<file path="src/rtl/change_dispenser.sv">
// Greedy 5/2/1 change dispenser with per-tube coin accounting and an ejector handshake.
// Optional ack timeout: define CHANGE_DISP_TIMEOUT_EN to enable it (fault stays 0 otherwise).
module change_dispenser #(
  parameter int TUBE_INIT   = 8,
  parameter int TUBE_MAX    = 15,
  parameter int GAP_CYCLES  = 25000,
  parameter int ACK_TIMEOUT = 100000
) (
  input  logic        clk,
  input  logic        rst,
  input  logic        start,
  input  logic [7:0]  amount,
  input  logic        coin_pulse,
  input  logic [7:0]  coin_value,
  input  logic        restock,
  input  logic        eject_ack,
  output logic [2:0]  eject_req,
  output logic        busy,
  output logic        done,
  output logic [7:0]  shortfall,
  output logic        fault,
  output logic [11:0] tube_levels
);

  localparam int GAP_W = $clog2(GAP_CYCLES + 1);
  localparam int TO_W  = $clog2(ACK_TIMEOUT + 1);
  localparam logic [GAP_W-1:0] GAP_LAST = GAP_W'(GAP_CYCLES - 1);
  localparam logic [TO_W-1:0]  TO_LAST  = TO_W'(ACK_TIMEOUT - 1);
  localparam logic [3:0] T_INIT = 4'(TUBE_INIT);
  localparam logic [3:0] T_MAX  = 4'(TUBE_MAX);
`ifdef CHANGE_DISP_TIMEOUT_EN
  localparam logic TO_EN = 1'b1;
`else
  localparam logic TO_EN = 1'b0;
`endif

  typedef enum logic [2:0] {IDLE, SELECT, EJECT, GAP, FINISH} state_t;

  state_t           state;
  logic [7:0]       remaining;
  logic [GAP_W-1:0] gap_cnt;
  logic [TO_W-1:0]  to_cnt;
  logic [3:0]       cnt5, cnt2, cnt1;
  logic             ack_take, ack_expire;
  logic [2:0]       dec_vec, clr_vec, dep_vec;

  function automatic logic [7:0] denom(input logic [2:0] req);
    case (req)
      3'b100:  return 8'd5;
      3'b010:  return 8'd2;
      3'b001:  return 8'd1;
      default: return 8'd0;
    endcase
  endfunction

  // Restock beats everything; a deposit and a dispense on the same tube cancel out.
  function automatic logic [3:0] tube_next(input logic [3:0] cnt, input logic dep,
                                           input logic dec, input logic clr, input logic fill);
    if (fill)       return T_MAX;
    if (clr)        return 4'd0;
    if (dep && dec) return cnt;
    if (dec)        return (cnt == 4'd0) ? 4'd0 : cnt - 4'd1;
    if (dep)        return (cnt >= T_MAX) ? T_MAX : cnt + 4'd1;
    return cnt;
  endfunction

  always_comb begin
    ack_take   = (state == EJECT) && eject_ack;
    ack_expire = TO_EN && (state == EJECT) && !eject_ack && (to_cnt == TO_LAST);
    dec_vec    = ack_take ? eject_req : 3'b000;
    clr_vec    = ack_expire ? eject_req : 3'b000;
    dep_vec    = {coin_pulse && (coin_value == 8'd5),
                  coin_pulse && (coin_value == 8'd2),
                  coin_pulse && (coin_value == 8'd1)};
  end

  always_ff @(posedge clk or negedge rst) begin
    if (!rst) begin
      state     <= IDLE;
      remaining <= 8'd0;
      gap_cnt   <= '0;
      to_cnt    <= '0;
      eject_req <= 3'b000;
      busy      <= 1'b0;
      done      <= 1'b0;
      shortfall <= 8'd0;
      fault     <= 1'b0;
    end else begin
      done <= 1'b0;
      case (state)
        IDLE: begin
          if (start) begin
            remaining <= amount;
            shortfall <= 8'd0;
            fault     <= 1'b0;
            busy      <= 1'b1;
            state     <= SELECT;
          end
        end
        SELECT: begin
          to_cnt <= '0;
          if (remaining >= 8'd5 && cnt5 != 4'd0) begin
            eject_req <= 3'b100;
            state     <= EJECT;
          end else if (remaining >= 8'd2 && cnt2 != 4'd0) begin
            eject_req <= 3'b010;
            state     <= EJECT;
          end else if (remaining >= 8'd1 && cnt1 != 4'd0) begin
            eject_req <= 3'b001;
            state     <= EJECT;
          end else begin
            shortfall <= remaining;
            done      <= 1'b1;
            state     <= FINISH;
          end
        end
        EJECT: begin
          if (ack_take) begin
            eject_req <= 3'b000;
            remaining <= remaining - denom(eject_req);
            gap_cnt   <= '0;
            state     <= GAP;
          end else if (ack_expire) begin
            // Tube is presumed jammed: retry the same remainder with smaller coins.
            eject_req <= 3'b000;
            fault     <= 1'b1;
            state     <= SELECT;
          end else begin
            to_cnt <= to_cnt + 1'b1;
          end
        end
        GAP: begin
          if (gap_cnt != GAP_LAST) gap_cnt <= gap_cnt + 1'b1;
          else if (!eject_ack)     state   <= SELECT;
        end
        FINISH: begin
          busy  <= 1'b0;
          state <= IDLE;
        end
        default: state <= IDLE;
      endcase
    end
  end

  always_ff @(posedge clk or negedge rst) begin
    if (!rst) begin
      cnt5 <= T_INIT;
      cnt2 <= T_INIT;
      cnt1 <= T_INIT;
    end else begin
      cnt5 <= tube_next(cnt5, dep_vec[2], dec_vec[2], clr_vec[2], restock);
      cnt2 <= tube_next(cnt2, dep_vec[1], dec_vec[1], clr_vec[1], restock);
      cnt1 <= tube_next(cnt1, dep_vec[0], dec_vec[0], clr_vec[0], restock);
    end
  end

  assign tube_levels = {cnt5, cnt2, cnt1};

endmodule

</file>
<file path="config.mk">
export PLATFORM = sky130hd
export DESIGN_NAME = change_dispenser
export DESIGN_NICKNAME = d
export VERILOG_FILES = /design/src/rtl/change_dispenser.sv
export SDC_FILE = /design/constraint.sdc
export NUM_CORES = 1
export LEC_CHECK = 0
export ABC_AREA = 0
export ABC_CLOCK_PERIOD_IN_PS = 3030
export BUFFER_PORTS_ARGS = -buffer_cell sky130_fd_sc_hd__buf_2
export CORE_MARGIN = 2
export CORE_UTILIZATION = 35
export CTS_CLUSTER_DIAMETER = 40
export DETAILED_ROUTE_END_ITERATION = 8
export HOLD_SLACK_MARGIN = 0.15
export MAX_ROUTING_LAYER = met4
export PLACE_DENSITY = 0.5
export SYNTH_ARGS = -nofsm -noshare
export SYNTH_HDL_FRONTEND = slang
export SYNTH_SLANG_ARGS = --single-unit
</file>
<file path="constraint.sdc">
create_clock -name clk -period 3.03 [get_ports clk]
set_clock_uncertainty 0.2 [all_clocks]
set_input_delay 0.303 -clock clk [delete_from_list [all_inputs] [get_ports clk]]
set_output_delay 0.303 -clock clk [all_outputs]
set_load 0.05 [all_outputs]
</file>
# Word level (Yosys, flattened, before mapping)
# Cells that the tools add are included.
word_totals:
  in_bits: 22
  wordCells: 178
  out_inout_bits: 26
  regBits: 51
op_classes:
  n_reduce_logical: 31
  addsub: 8
  eq_ne: 20
  n_mux: 103
  n_lt_le_gt_ge: 6
ops:
  columns: ["operator", "count"]
  rows:
  - ["$mux W4", 31]
  - ["$mux W8", 8]
  - ["$mux W1", 43]
  - ["$mux W3", 12]
  - ["$pmux W8 S2", 2]
  - ["$mux W15", 2]
  - ["$pmux W15 S2", 1]
  - ["$ne A2 B2 Y1 const B", 8]
  - ["$add A15 B1 Y15 const B", 1]
  - ["$ne A15 B15 Y1 const B", 1]
  - ["$reduce_bool A5 Y1", 3]
  - ["$add A4 B1 Y4 const B", 3]
  - ["$ge A4 B4 Y1 const B", 3]
  - ["$logic_not A4 Y1", 3]
  - ["$pmux W3 S4", 1]
  - ["$reduce_bool A4 Y1", 3]
  - ["$sub A4 B1 Y4 const B", 3]
  - ["$logic_and A1 B1 Y1", 10]
  - ["$reduce_bool A2 Y1", 5]
  - ["$eq A3 B2 Y1 const B", 3]
  - ["$pmux W3 S3", 1]
  - ["$reduce_and A3 Y1", 3]
  - ["$eq A8 B1 Y1 const B", 1]
  - ["$eq A8 B2 Y1 const B", 1]
  - ["other kinds (14)", 16]

# Depth between registers and ports, before layout
# Gate-level depths: netlist of the first run.
depth:
  ltp_word: 19
  mapped_depth: 11
  depth_no_buf: 10

# Worst setup path after synthesis of the first run
# OpenSTA, ideal clock, no wires.
synth_path:
  path_kind: "register to register"
  start: "reg eject_req[2]"
  end: "reg remaining[4]"
  synth_period_minus_slack_ns: 2.654
  stages_incl_launch_ff: 8
  required_time_ns: 2.709
  setup_time_ns: 0.121
  path_slack_ns: 0.376
  arrival_ns: 2.332
  n_path_buf: 1
  path_cell_list: "dfrtp_1 > buf_2 > or3b_2 > ha_1 > a211o_1 > nor2_1 > a21oi_1 > o22a_1"
synth_via:
  elab_chain_len: 7
  word_cells_on_any_way: 9
  cone_classes: "1 x add/sub; 3 x eq/ne; 5 x mux"
synth_rtl:
  columns: ["element", "line_no", "rtl"]
  rows:
  - ["start, declared", "17", "output logic [2:0] eject_req,"]
  - ["start signal, assigned", "83", "eject_req <= 3'b000;"]
  - ["start signal, assigned", "103", "eject_req <= 3'b100;"]
  - ["start signal, assigned", "106", "eject_req <= 3'b010;"]
  - ["$eq A3 B1 Y1, or another cell as far along", "48", "case (req)"]
  - ["$pmux W3 S3 (*)", "48", null]
  - ["$mux W8 (*)", "118", "if (ack_take) begin"]
  - ["$mux W8 (*)", "90", "case (state)"]
  - ["$sub A8 B8 Y8 (*)", "120", "remaining <= remaining - denom(eject_req);"]
  - ["$mux W8 (*)", "118", null]
  - ["$pmux W8 S2 (*)", "90", null]
  - ["end signal, assigned", "93", "remaining <= amount;"]
  - ["end signal, assigned", "120", null]
  - ["end, declared", "40", "logic [7:0] remaining;"]
# Every way passes the cells marked *; elsewhere a longest branch is shown, timed or not. The select of a mux whose other input is x is not followed.
# A chain may end at the register's enable or synchronous reset.

# Final worst setup path of the first run
layout_path:
  start: "reg cnt1[0]"
  end: "reg eject_req[1]"
layout_via:
  elab_chain_len: 4
layout_rtl:
  columns: ["element", "line_no", "rtl"]
  rows:
  - ["start, declared", "43", "logic [3:0] cnt5, cnt2, cnt1;"]
  - ["start signal, assigned", "153", "cnt1 <= tube_next(cnt1, dep_vec[0], dec_vec[0], clr_vec[0], restock);"]
  - ["$reduce_bool A4 Y1", "108", "end else if (remaining >= 8'd1 && cnt1 != 4'd0) begin"]
  - ["$logic_and A1 B1 Y1", "108", null]
  - ["$ne A4 B4 Y1 (no line)", null, null]
  - ["$reduce_and A3 Y1 (no line)", null, null]
  - ["end signal, assigned", "106", null]
  - ["end signal, assigned", "109", "eject_req <= 3'b001;"]
  - ["end signal, assigned", "119", "eject_req <= 3'b000;"]
# No other way between the ends.

==> reports/results.ini, run 1 <==
[cells_and_area]
syn_to_final_growth_pct = 16.4
antenna_cells = 0
final_cells = 561
final_area_um2 = 3870
final_nets = 466
fillers = 920
layout-drive-gt1-share_pct = 18.3

[timing]
max_freq_mhz = 395
period_share_pct = 83.5
period_needed_ns = 2.53
worstMarginPinSlew_ns = 0.766
rsz0062_at_grt = false
setup_viol = 0
max-slew-margin-rel_pct = 48.6
hold_viol = 0
drv_slew = 0
tns_ns = 0

[power_and_ir_drop]
irDropWorstVdd_mv = 0.559
swShare_pct = 46.8
p_leak_nw = 1.63
clkPwrFrac_pct = 16.7
p_comb_share_pct = 43.0
pwr-share-seq_pct = 40.4
power_density_nw_per_um2 = 674
p_int_w = 0.00139
p_switching_w = 0.00122

[routing]
drtIter0Drc = 125
dr.pass1.iters = 4
wirelength_um = 8550
drc_errors = 0
ant_nets = 0
wire_per_inst_um = 15.2
vias = 3065
via_per_inst = 5.46

[floorplan]
die_y_um = 102
die_area_um2 = 10300
die_w_um = 102
io_pins = 48
core_area_um2 = 9240
initial_utilization_pct = 36.0
num_rows = 35

[placement]
io_buffers = 46
gp_congestion = 0.849
dpl.hpwl_um = 6320
dp_cells = 545
dpl_cell_area_um2 = 3690

[worst_hold_path]
min_path_type = primary input to flip-flop
min_from = amount[4]

[worst_setup_path]
required_ns = 3.03
critPathTopFamily = simple AND/OR/NAND/NOR gates
critPathMaxFanout = 7
cp.buffers_inverters = 1
critical_path_class = flip-flop to flip-flop
crit_start = cnt1[0]
timing.rr.start = cnt1[0]
crit_chain = inv_1, ha_1, nor3b_1, a41oi_2, nor4_1, o21ai_0, o41ai_1
cp.arrival_ns = 2.53
cp-start-kind = flip-flop
cp-end-kind = flip-flop
crit_slowest_cell = nor4_1
critPathMaxStageDelay_ns = 0.51

[clock_network]
cts.clk_slew.worst_paths_ns = 0.11
clock_latency_ns = 0.32
ctsHtreeMaxLevel = 2
cts_buffers = 5
cts_setup_buffers = 0
cts_tree = built
cts-root-buf = clkbuf_8
clock_sinks = 51
cts_max_path_buffers = 2

[logic_synthesis]
synth_async_sr_flop_share_pct = 100
yosysTopAreaCell = dfrtp_1
ys_ff_latch = 51
synth_edf_count = 0
ys.flop_type = dfrtp_1
yosysUniqueCellTypes = 70
yosysSeqAreaShare_pct = 38.5
syn-num-nets = 414
synth-warning-count = 0
synth_most_common_cell = dfrtp_1
synthTopCellsByCount = dfrtp_1 (48), nand2_1 (44), nor2_1 (33)
synthTopCellsByArea = dfrtp_1 (36%), nand2_1 (5.0%), ha_1 (4.5%)
synth_cells = 379
synth_top_area_share_pct = 36.1
syn_area_um2 = 3330
avgSynthCellArea_um2 = 8.78

[grt]
grt_use_total_pct = 17.7
grt_pass1_wl_um = 14200
grt_pass1_vias = 2883
overflow = 0
grt_max_degree = 23
grt_antenna_before_repair = 0

[outcome]
status = finished clean

[flow_run]
cap_violations = 0

[placed cells by master (no fill, tap or decap), types with 8 or more instances in the layout]
| master | netlist | routed |
|---|---|---|
| a21oi_1 | 20 | 20 |
| o21ai_0 | 17 | 17 |
| o21ai_1 | 8 | 8 |
| or4_1 | 9 | 9 |
| inv_1 | 13 | 13 |
| nor2_1 | 33 | 33 |
| buf_2 | 5 | 46 |
| nand2_1 | 44 | 44 |
| nor3_1 | 12 | 12 |
| nand3_1 | 17 | 17 |
| xnor2_1 | 8 | 8 |
| ha_1 | 12 | 12 |
| dlygate4sd3_1 | 0 | 8 |
| dfrtp_1 | 48 | 48 |
[metal layers]
layer / GRT usage (%) / share of wire, % / vias up
li1: - / - / 1512
met1: 24.0 / 49 / 1483
met2: 28.3 / 47 / 66
met3: 2.35 / 3.3 / 4
met4: 4.16 / 0.56 / 0
met5: - / 0 / -
[worst paths after layout]
path                                endpoint  depth (start not counted)  slack [ns]
worst max register to register  eject_req[1]                          7        0.50
worst max-delay path            eject_req[1]                          7        0.50
max in group asynchronous            cnt1[3]                          3        1.66
min in group asynchronous            cnt5[2]                          2        0.25
worst min register to register  shortfall[4]                          2        0.33
worst min-delay path            remaining[4]                          4        0.17
[what timing repair did]
action,in CTS,in global routing
hold buffers,8,0
endpoints found under the setup margin,0,0
hold endpoints to repair,22,0
gates resized for setup,0,0
[flip-flops by register name, indices dropped and copies added (netlist names)]
signal and flops:
done 1, cnt2 4, gap_cnt 15, shortfall 8, cnt5 4, cnt1 4, busy 1, state 3
eject_req 3, remaining 8
[layout make-up]
cell class	count	area (um2)	share of cell area (%)
Clock buffer	5	68.8	1.78
Timing Repair Buffer	60	355	9.18
Inverter	14	52.6	1.36
Tap cell	129	161	4.17
Clock inverter	3	28.8	0.743
Sequential cell	51	1280	33.1
Multi-Input combinational cell	299	1930	49.7
[through the flow]
step                total power [W]  util (%)  hold slack [ns]  setup WS (ns)
floorplan                   0.00188         -           -0.193          0.377
global placement            0.00217      40.0           0.0780          0.576
detailed placement          0.00219      40.0           0.0827          0.535
CTS                         0.00263      41.9            0.159          0.503
global route                0.00280      41.9            0.195          0.278
finish                      0.00261      41.9            0.165          0.501
[tightest hold or removal path, delay by kind of cell]
family / cells / cell delay (ns)
AO/OA/AOI/OAI: 2 / 0.23
buffers and inverters: 1 / 0.08
AND/OR/NAND/NOR: 1 / 0.04
[power groups by stage]
stage / clock network (W) / registers, W / logic (W)
after CTS: 0.000449 / 0.00105 / 0.00113
after global placement: 0 / 0.00106 / 0.00111
after global routing: 0.000471 / 0.00108 / 0.00125
after detailed placement: 0 / 0.00106 / 0.00113
after floorplan: 0 / 0.00125 / 0.000632
final: 0.000435 / 0.00105 / 0.00112
[logic make-up (layout without fill, tap and decap cells)]
family                   count (synthesis)  count (layout)  synth area share, %
XOR/XNOR                                10              10                 2.63
other                                    1               1                0.113
adder cells (fa/ha/maj)                 13              13                 5.11
AND/OR/NAND/NOR                        174             174                 29.4
AO/OA/AOI/OAI                           97              97                 19.4
buffers and inverters                   29              82                 3.68
flip-flops                              51              51                 38.5
multiplexers                             4               4                 1.24
(Power assumes the default switching activity.)
==> inputs of run 2 (changes only) <==
ABC_AREA = 1   (was 0)
ABC_CLOCK_PERIOD_IN_PS = 2600   (was 3030)
clock period = 2.6 ns   (was 3.03 ns; I/O delays follow)
==> run 2 against run 1 <==
Compared with the run above:
- first-iteration DRC count is 8.0% higher
- critical endpoint is now remaining[6]
- final area is 4.8% higher
- area after synthesis up 3.5%
- power increased by 22%
- maximum frequency increased by 8.3%
- final cell count increased by 24%
- sequential share of layout area is 1.5 points lower
==> reports/results.ini, run 2 <==
[worst_setup_path]
timing.rr.start = eject_req[0]
cpMostUsedCell = nand2_1
cp-end-kind = flip-flop
critPathTopFamily = adder cells
crit_slowest_cell = dfrtp_1
worstRegToRegCells = 13
cp.arrival_ns = 2.34
r2r_slack_ns = 0.26
crit_chain = inv_2, nand2_1, a21oi_1, ha_1, inv_1, fa_1, nand2_1, nand3_1, nor2_2, xnor2_1, nand2_1, o211ai_1, nand2_1
critPathMaxFanout = 5
crit_start = eject_req[0]
cp.buffers_inverters = 2
required_ns = 2.61
reg2reg_to = remaining[6]
critical_path_class = flip-flop to flip-flop
cp-start-kind = flip-flop
critPathMaxStageDelay_ns = 0.46

[clock_network]
clock_sinks = 51
cts_tree = built
ctsHtreeMaxLevel = 2
clock_latency_ns = 0.31
cts_buffers = 5
cts_max_path_buffers = 2
cts.clk_slew.worst_paths_ns = 0.10
cts-root-buf = clkbuf_8

[grt]
overflow = 0
grt_pass1_wl_um = 14600
grt_max_degree = 52
grt_antenna_before_repair = 0
grt_use_total_pct = 17.6
grt_pass1_vias = 3161

[cells_and_area]
final_nets = 596
top_regs = gap_cnt x15, remaining x8, shortfall x8
layout-drive-gt1-share_pct = 15.3
layout_common_cells = nand2_1 (152), inv_1 (58), nand3_1 (56)
largest_reg_flops = 15
syn_to_final_growth_pct = 17.8
largest_register = gap_cnt
final_common_cell = nand2_1
final_area_um2 = 4060
antenna_cells = 0

[worst_hold_path]
hold_path_end = cnt1[0]
worstHoldPathCells = 6
min_from = coin_value[3]
min_path_type = primary input to flip-flop

[outcome]
status = finished clean

[routing]
ant_nets = 0
drc_errors = 0
met2_wirelength_um = 4160
via_per_inst = 4.76
wire_per_inst_um = 12.5
top_layer_used = met4
dr.pass1.iters = 5
wirelength_um = 8700
wl_met3_um = 254
vias = 3305
drtIter0Drc = 135
wl_met1_um = 4210

[logic_synthesis]
synth_most_common_cell = nand2_1
yosysSeqAreaShare_pct = 37.1
ys.flop_type = dfrtp_1
synth_async_sr_flop_share_pct = 100
yosysTopAreaCell = dfrtp_1
synthTopCellsByCount = nand2_1 (152), inv_1 (59), nand3_1 (56)
syn_area_um2 = 3450
synth-warning-count = 0
synth_cells = 497
synth_edf_count = 0
yosysUniqueCellTypes = 33
ys_ff_latch = 51
synthTopCellsByArea = dfrtp_1 (35%), nand2_1 (17%), nand3_1 (8.1%)
avgSynthCellArea_um2 = 6.93
syn-num-nets = 532
synth_top_area_share_pct = 34.9

[placement]
io_buffers = 46
dpl_cell_area_um2 = 3830
dpl.hpwl_um = 6560
gp_congestion = 0.918

[floorplan]
core_area_um2 = 9680
die_y_um = 103
die_w_um = 103
die_area_um2 = 10700
io_pins = 48
initial_utilization_pct = 35.6
num_rows = 36

[power_and_ir_drop]
irDropWorstVdd_mv = 0.398
power_density_nw_per_um2 = 786
p_leak_nw = 2.09
finalPower_w = 0.00319

[timing]
max_freq_mhz = 428
max-slew-margin-rel_pct = 54.4
tns_ns = 0
period_share_pct = 89.8
hold_viol = 0
drv_slew = 0
setup_viol = 0
period_needed_ns = 2.34
rsz0062_at_grt = false
worstMarginPinSlew_ns = 0.684

[flow_run]
cap_violations = 0

==> run 2: worst max path at each step <==
| stage | end | depth (start not counted) |
|---|---|---|
| 2_1_floorplan | remaining[6] | 13 |
| 3_3_place_gp | remaining[6] | 13 |
| 3_5_place_dp | remaining[6] | 13 |
| 4_1_cts | remaining[6] | 13 |
| 5_1_grt | remaining[6] | 13 |
| 6_report | remaining[6] | 13 |
==> run 2: what timing repair did <==
item	CTS	global route
resized for setup	0	3
hold buffers	12	0
setup buffers	0	2
endpoints found under the hold margin	62	0
setup endpoints to repair	0	1
==> run 2: cell type report <==
| class | instances | area, um2 |
|---|---|---|
| Fill cell | 1045 | 5620 |
| Timing Repair Buffer | 66 | 410 |
| Clock inverter | 2 | 16.3 |
| Clock buffer | 6 | 72.6 |
| Multi-Input combinational cell | 373 | 1870 |
| Tap cell | 133 | 166 |
| Inverter | 64 | 240 |
| Sequential cell | 51 | 1280 |
==> run 2: metal layers <==
layer	GRT usage, %	vias to the layer above
li1	-	1735
met1	22.8	1514
met2	28.7	50
met3	2.62	6
met4	4.76	0
met5	-	-
==> run 2: cells by family (layout without fill, tap and decap cells) <==
family                   after synthesis  after routing  share of synthesized area [%]
AO/OA/AOI/OAI                         65             65                           10.8
XOR/XNOR                              13             13                           3.30
adder cells (fa/ha/maj)               13             13                           4.94
buffers and inverters                 73            138                           8.57
flip-flops                            51             51                           37.1
other                                  1              1                          0.109
AND/OR/NAND/NOR                      281            281                           35.1
==> run 2: through the flow <==
| stage | util, % | hold WS [ns] | std cells | setup slack [ns] |
|---|---|---|---|---|
| floorplan | - | -0.236 | 497 | 0.136 |
| global placement | 39.6 | 0.244 | 673 | 0.255 |
| detailed placement | 39.6 | 0.242 | 673 | 0.214 |
| CTS | 41.7 | 0.190 | 693 | 0.196 |
| global route | 41.9 | 0.295 | 695 | 0.0162 |
| finish | 41.9 | 0.206 | 695 | 0.264 |
==> run 2: power by group <==
| group | internal (W) | switching (W) |
|---|---|---|
| Clock | 0.000194 | 0.000291 |
| Sequential | 0.000963 | 0.000195 |
| Combinational | 0.000514 | 0.00104 |
==> run 2: worst min-delay path, stage by stage <==
cell and delay (ns):
buf_2 0.09, nor2_1 0.06, nand3_1 0.10, nand2_1 0.06, nand2_1 0.05, nand3_1 0.05
